[src/rtl/exception_flush_ctrl_if.sv]
// Redirect handshake between the exception flush controller (master) and IF (slave).
interface exception_flush_ctrl_if;
  logic        redirect_valid;
  logic        redirect_ready;
  logic [31:0] redirect_pc;

  modport master (
    output redirect_valid,
    output redirect_pc,
    input  redirect_ready
  );

  modport slave (
    input  redirect_valid,
    input  redirect_pc,
    output redirect_ready
  );
endinterface

[src/rtl/exception_flush_ctrl.sv]
// Flushes the pipeline on a committed exception/ERET, drains outstanding bus traffic,
// then hands the exception vector or EPC to IF over a valid/ready handshake.
module exception_flush_ctrl #(
  parameter logic [31:0] EX_VECTOR     = 32'hBFC0_0380,
  parameter int          OUTSTANDING_W = 3
) (
  input  logic                          clk,
  input  logic                          reset,
  input  logic                          ws_valid,
  input  logic                          ex_en,
  input  logic                          eret_flush,
  input  logic [31:0]                   c0_epc,
  input  logic                          inst_req_fire,
  input  logic                          inst_data_ok,
  input  logic                          data_req_fire,
  input  logic                          data_data_ok,
  exception_flush_ctrl_if.master        redir,
  output logic                          flush,
  output logic                          busy,
  output logic                          drain_err
);

  typedef enum logic [1:0] {
    IDLE     = 2'd0,
    DRAIN    = 2'd1,
    REDIRECT = 2'd2
  } state_t;

  state_t      r_state;
  logic [31:0] r_target;
  logic [31:0] r_redirect_pc;
  logic        r_redirect_valid;
  logic        r_drain_err;

  logic        w_event;
  logic [1:0]  w_inc;
  logic [1:0]  w_dec;
  logic [1:0]  w_zero;
  logic [1:0]  w_ovf;
  logic [1:0]  w_unf;

  assign w_event = ws_valid & (ex_en | eret_flush);
  assign w_inc   = {data_req_fire, inst_req_fire};
  assign w_dec   = {data_data_ok, inst_data_ok};

  // Channel 0 tracks instruction-side traffic, channel 1 data-side traffic.
  generate
    for (genvar gi = 0; gi < 2; gi++) begin : g_cnt
      localparam logic [OUTSTANDING_W-1:0] CNT_MAX = '1;
      logic [OUTSTANDING_W-1:0] r_cnt;
      logic                     w_up;
      logic                     w_down;

      assign w_up       = w_inc[gi] & ~w_dec[gi];
      assign w_down     = w_dec[gi] & ~w_inc[gi];
      assign w_ovf[gi]  = w_up & (r_cnt == CNT_MAX);
      assign w_unf[gi]  = w_down & (r_cnt == '0);
      assign w_zero[gi] = (r_cnt == '0);

      always_ff @(posedge clk) begin
        if (reset) begin
          r_cnt <= '0;
        end else if (w_up && !w_ovf[gi]) begin
          r_cnt <= r_cnt + OUTSTANDING_W'(1);
        end else if (w_down && !w_unf[gi]) begin
          r_cnt <= r_cnt - OUTSTANDING_W'(1);
        end
      end
    end
  endgenerate

  always_ff @(posedge clk) begin
    if (reset) begin
      r_state          <= IDLE;
      r_target         <= '0;
      r_redirect_pc    <= '0;
      r_redirect_valid <= 1'b0;
      r_drain_err      <= 1'b0;
    end else begin
      r_drain_err <= r_drain_err | (|w_ovf) | (|w_unf);
      case (r_state)
        IDLE: begin
          if (w_event) begin
            r_target <= ex_en ? EX_VECTOR : c0_epc;
            r_state  <= DRAIN;
          end
        end
        DRAIN: begin
          // Leave only once both registered counts are zero, so a late request extends the drain.
          if (&w_zero) begin
            r_state          <= REDIRECT;
            r_redirect_valid <= 1'b1;
            r_redirect_pc    <= r_target;
          end
        end
        REDIRECT: begin
          if (redir.redirect_ready) begin
            r_state          <= IDLE;
            r_redirect_valid <= 1'b0;
          end
        end
        default: begin
          r_state          <= IDLE;
          r_redirect_valid <= 1'b0;
        end
      endcase
    end
  end

  // Flush must be visible in the event cycle itself, ahead of the state register.
  assign flush = (r_state == DRAIN) | ((r_state == IDLE) & w_event);
  assign busy  = (r_state != IDLE);
  assign drain_err = r_drain_err;
  assign redir.redirect_valid = r_redirect_valid;
  assign redir.redirect_pc    = r_redirect_pc;

endmodule

[src/flat_wrapper.sv]
// flat-port wrapper written by rule: the top's interface ports become plain ports
module exception_flush_ctrl_flat 
#(
  parameter logic [31:0] EX_VECTOR     = 32'hBFC0_0380,
  parameter int          OUTSTANDING_W = 3
)
  (clk, reset, ws_valid, ex_en, eret_flush, c0_epc, inst_req_fire, inst_data_ok, data_req_fire, data_data_ok, flush, busy, drain_err, redir_redirect_valid, redir_redirect_pc, redir_redirect_ready);
  exception_flush_ctrl_if redir_i ();
  input  logic clk;
  input  logic reset;
  input  logic ws_valid;
  input  logic ex_en;
  input  logic eret_flush;
  input  logic [31:0] c0_epc;
  input  logic inst_req_fire;
  input  logic inst_data_ok;
  input  logic data_req_fire;
  input  logic data_data_ok;
  output logic flush;
  output logic busy;
  output logic drain_err;
  output wire logic [$bits(redir_i.redirect_valid)-1:0] redir_redirect_valid;
  output wire logic [$bits(redir_i.redirect_pc)-1:0] redir_redirect_pc;
  input wire logic [$bits(redir_i.redirect_ready)-1:0] redir_redirect_ready;
  assign redir_redirect_valid = redir_i.redirect_valid;
  assign redir_redirect_pc = redir_i.redirect_pc;
  assign redir_i.redirect_ready = redir_redirect_ready;
  exception_flush_ctrl #(.EX_VECTOR(EX_VECTOR), .OUTSTANDING_W(OUTSTANDING_W)) u_core (.clk(clk), .reset(reset), .ws_valid(ws_valid), .ex_en(ex_en), .eret_flush(eret_flush), .c0_epc(c0_epc), .inst_req_fire(inst_req_fire), .inst_data_ok(inst_data_ok), .data_req_fire(data_req_fire), .data_data_ok(data_data_ok), .redir(redir_i), .flush(flush), .busy(busy), .drain_err(drain_err));
endmodule
[config.mk]
export PLATFORM = sky130hd
export DESIGN_NAME = exception_flush_ctrl_flat
export DESIGN_NICKNAME = d
export VERILOG_FILES = /design/src/rtl/exception_flush_ctrl_if.sv /design/src/rtl/exception_flush_ctrl.sv /design/src/flat_wrapper.sv
export SDC_FILE = /design/constraint.sdc
export NUM_CORES = 1
export LEC_CHECK = 0
export CAP_MARGIN = 30
export CORE_MARGIN = 2
export CORE_UTILIZATION = 51
export DETAILED_ROUTE_END_ITERATION = 10
export GPL_ROUTABILITY_DRIVEN = 0
export PLACE_DENSITY = 0.8
export SLEW_MARGIN = 10
export SYNTH_ARGS = -nofsm -noshare
export SYNTH_HDL_FRONTEND = slang
export SYNTH_SLANG_ARGS = --single-unit
[constraint.sdc]
create_clock -name clk -period 3 [get_ports clk]
set_clock_uncertainty 0.15 [all_clocks]
set_input_delay 0.75 -clock clk [delete_from_list [all_inputs] [get_ports clk]]
set_output_delay 0.75 -clock clk [all_outputs]
set_load 0.01 [all_outputs]
==> flow_metrics.py <==
metrics = {
    "sta": {
        "hold_viol_final": 0,
        "post-route-min-period_ns": 2.77,
        "finalCritPeriodShare_pct": 92.4,
        "setup_tns_ns": 0,
        "maxSlewHeadroom_pct": 39.7,
        "setup_viol_count_final": 0,
        "tightestPinTransition_ns": 0.904,
        "timing.final.ws_setup_ns": 0.229,
        "holdWs_ns": 0.313,
        "fmax_mhz": 361,
        "drv_slew": 0,
        "rsz0062_at_grt": "false",
    },
    "cts": {
        "cts_tree": "done",
        "root_buffer": "clkbuf_8",
        "cts_setup_buffers": 0,
        "cts_resized": 2,
        "clock-sinks": 74,
        "cts_buffers": 9,
        "clk_pin_slew_ns": 0.08,
        "htree_levels": 3,
        "clk_latency_ns": 0.35,
        "clockBufferDepth": 2,
        "hold_buffers": 0,
    },
    "floorplan": {
        "rows": 30,
        "die_h_um": 88.7,
        "floorplan.die.width_um": 88.7,
        "core_mm2": 0.00687,
        "initial_core_util_pct": 53.3,
        "dieArea_mm2": 0.00787,
        "num_io_pins": 78,
    },
    "power_and_ir_drop": {
        "vdd_drop_max_mv": 0.270,
        "clockPowerShare_pct": 35.1,
        "netSwitchingFraction_pct": 31.1,
        "combPwrFrac_pct": 23.6,
        "p_per_area_mw_per_mm2": 563,
        "p_seq_share_pct": 41.3,
        "p_leak_nw": 1.47,
        "p_int_mw": 1.82,
        "p_sw_mw": 0.818,
    },
    "placed_design": {
        "placed_cells": 537,
        "dp_hpwl_um": 6110,
        "io_buffers": 77,
        "pre_cts_ws_ns": -0.122,
    },
    "global_routing": {
        "grtUsageMet1_pct": 33.2,
        "grtUsageMet2_pct": 41.5,
        "met3_usage_pct": 3.64,
        "grt.overflow.total": 0,
        "grt_max_degree": 49,
        "grt_util_all_layers_pct": 25.1,
        "grt_first_pass_wirelength_um": 15500,
        "grt_pass1_vias": 3249,
        "antenna_found_initial": 0,
        "busiest_layer": "met2",
    },
    "critical_path": {
        "crit_buf_inv": 3,
        "critPathMaxFanout": 33,
        "critPathMaxStageDelay_ns": 0.61,
        "required_ns": 2.10,
        "crit_arrival_ns": 1.87,
        "path_delay_family": "buffers and inverters",
        "crit_chain": "nor2_2 -> clkinv_1 -> buf_4 -> clkdlybuf4s50_1",
        "cpMaxStageDelayCell": "clkdlybuf4s50_1",
        "cp-start-kind": "flip-flop",
        "criticalPathCategory": "flip-flop to primary output",
        "end_kind": "primary output",
    },
    "yosys": {
        "synth_area_leaders": "dfxtp_1 (40%), o31ai_2 (10%), a21oi_1 (9.3%)",
        "ys.flop_type": "dfxtp_1",
        "ys_types": 44,
        "postSynthAreaPerCell_um2": 9.19,
        "synthSimpleGateAreaFrac_pct": 21.6,
        "synthArstFlopShare_pct": 0,
        "synth_top_family_by_area": "compound AO/OA/AOI/OAI gates",
        "netlist_instances": 398,
        "synth_top_area_share_pct": 40.5,
        "synth_compound_area_share_pct": 27.7,
        "synth_area_mm2": 0.00366,
        "ys_seq_area_share_pct": 40.5,
        "muxShareOfSynthArea_pct": 0,
        "synth-edff-count": 0,
        "synth_seq_cells": 74,
        "synth_fa_ha_area_share_pct": 1.09,
        "yosysTopAreaCell": "dfxtp_1",
        "synth-xor-area-share_pct": 0.239,
        "yosysWarnings": 0,
        "synthesis.nets": 442,
    },
    "route": {
        "drt-total-wl_um": 9770,
        "first_iter_violations": 271,
        "drc": 0,
        "detail_route.wl_per_cell_um": 17.6,
        "dr_total_vias": 3470,
        "drt-pass1-iter-count": 5,
        "ant_nets": 0,
        "avgViaCountPerCell": 6.25,
    },
    "worst_hold_path": {
        "hold_path_class": "flip-flop to flip-flop",
    },
    "final_layout": {
        "syn_to_final_growth_pct": 27.9,
        "diodes": 0,
        "final_cells": 555,
        "final_nets": 498,
        "utilization_pct": 68.1,
        "drive_gt1_share_pct": 16.3,
        "most-common-layout-cells": "clkdlybuf4s50_1 (75), dfxtp_1 (74), a21oi_1 (68), nand4_1 (32), o31ai_2 (30)",
        "layout_commonest_cell": "clkdlybuf4s50_1",
    },
    "outcome": {
        "status": "finished clean",
    },
    "job": {
        "cap_violations": 0,
    },
}
[per-stage QoR]
stage          area, um^2  power, mW
2_1_floorplan        3660       1.54
3_3_place_gp         4390       1.67
3_5_place_dp         4390       1.69
4_1_cts              4630       2.59
5_1_grt              4680       2.74
6_report             4680       2.64
[power groups by stage]
stage	combinational (mW)	sequential, mW	clock (mW)
floorplan	0.454	1.09	0
global placement	0.566	1.11	0
detailed placement	0.579	1.11	0
CTS	0.580	1.09	0.929
global route	0.671	1.10	0.973
finish	0.622	1.09	0.926
[path summary, 6_finish.rpt]
check	startpoint	end	slack [ns]	depth (start not counted)
hold reg to reg	u_core.r_target[9]	u_core.redir.redirect_pc[9]	0.31	2
hold / removal	u_core.r_target[9]	u_core.redir.redirect_pc[9]	0.31	2
setup reg to reg	u_core.g_cnt[0].r_cnt[1]	u_core.redir.redirect_pc[7]	0.87	4
setup / recovery	u_core.r_state[0]	busy	0.23	4
[cells by family (layout without fill, tap and decap cells)]
family | after synthesis | count (layout)
adders and majority gates | 2 | 2
AOI/OAI and AO/OA | 145 | 145
xor gates and xnor gates | 1 | 1
DFF | 74 | 74
buffers and inverters | 56 | 117
and+or+nand+nor | 120 | 120
[cell usage after synthesis, types with 4 or more instances]
| master | number |
|---|---|
| a21oi_1 | 68 |
| nor2b_1 | 4 |
| o21ai_1 | 8 |
| nor2_1 | 4 |
| o21ai_0 | 18 |
| nor3_1 | 13 |
| nor4_1 | 12 |
| nand3_1 | 4 |
| dfxtp_1 | 74 |
| buf_6 | 6 |
| nand3b_1 | 4 |
| o31ai_2 | 30 |
| clkbuf_1 | 26 |
| or3_1 | 4 |
| nand2_1 | 4 |
| buf_2 | 17 |
| nand2b_1 | 6 |
| nand4b_1 | 22 |
| nand4_1 | 32 |
[sequential cells by signal (all words and copies together), names as in the netlist]
register and cells:
u_core.drain_err 1, u_core.r_state 2, u_core.redir.redirect_valid 1, u_core.redir.redirect_pc 32, u_core.g_cnt.r_cnt 6, u_core.r_target 32
[worst register-to-register path, stage by stage, from the launching register on]
cell,delay (ns)
dfxtp_1,0.43
or3_2,0.79
buf_16,0.28
o31ai_2,0.24
a21oi_1,0.10
[cell type report]
cell class              count  area (um^2)
fillers                   580         2190
multi-input cells         268         1880
flip-flops and latches     74         1480
clock inverters             5          103
well taps                  96          120
clock buffers              11          131
repair buffers             97          955
inverters                   4         15.0
[metal layers]
layer,wire length (um),vias up
met2,4840,143
met5,0,-
li1,-,1639
met4,182,0
met1,4200,1670
met3,549,18
No activity file was read; power rests on OpenSTA's default activity.
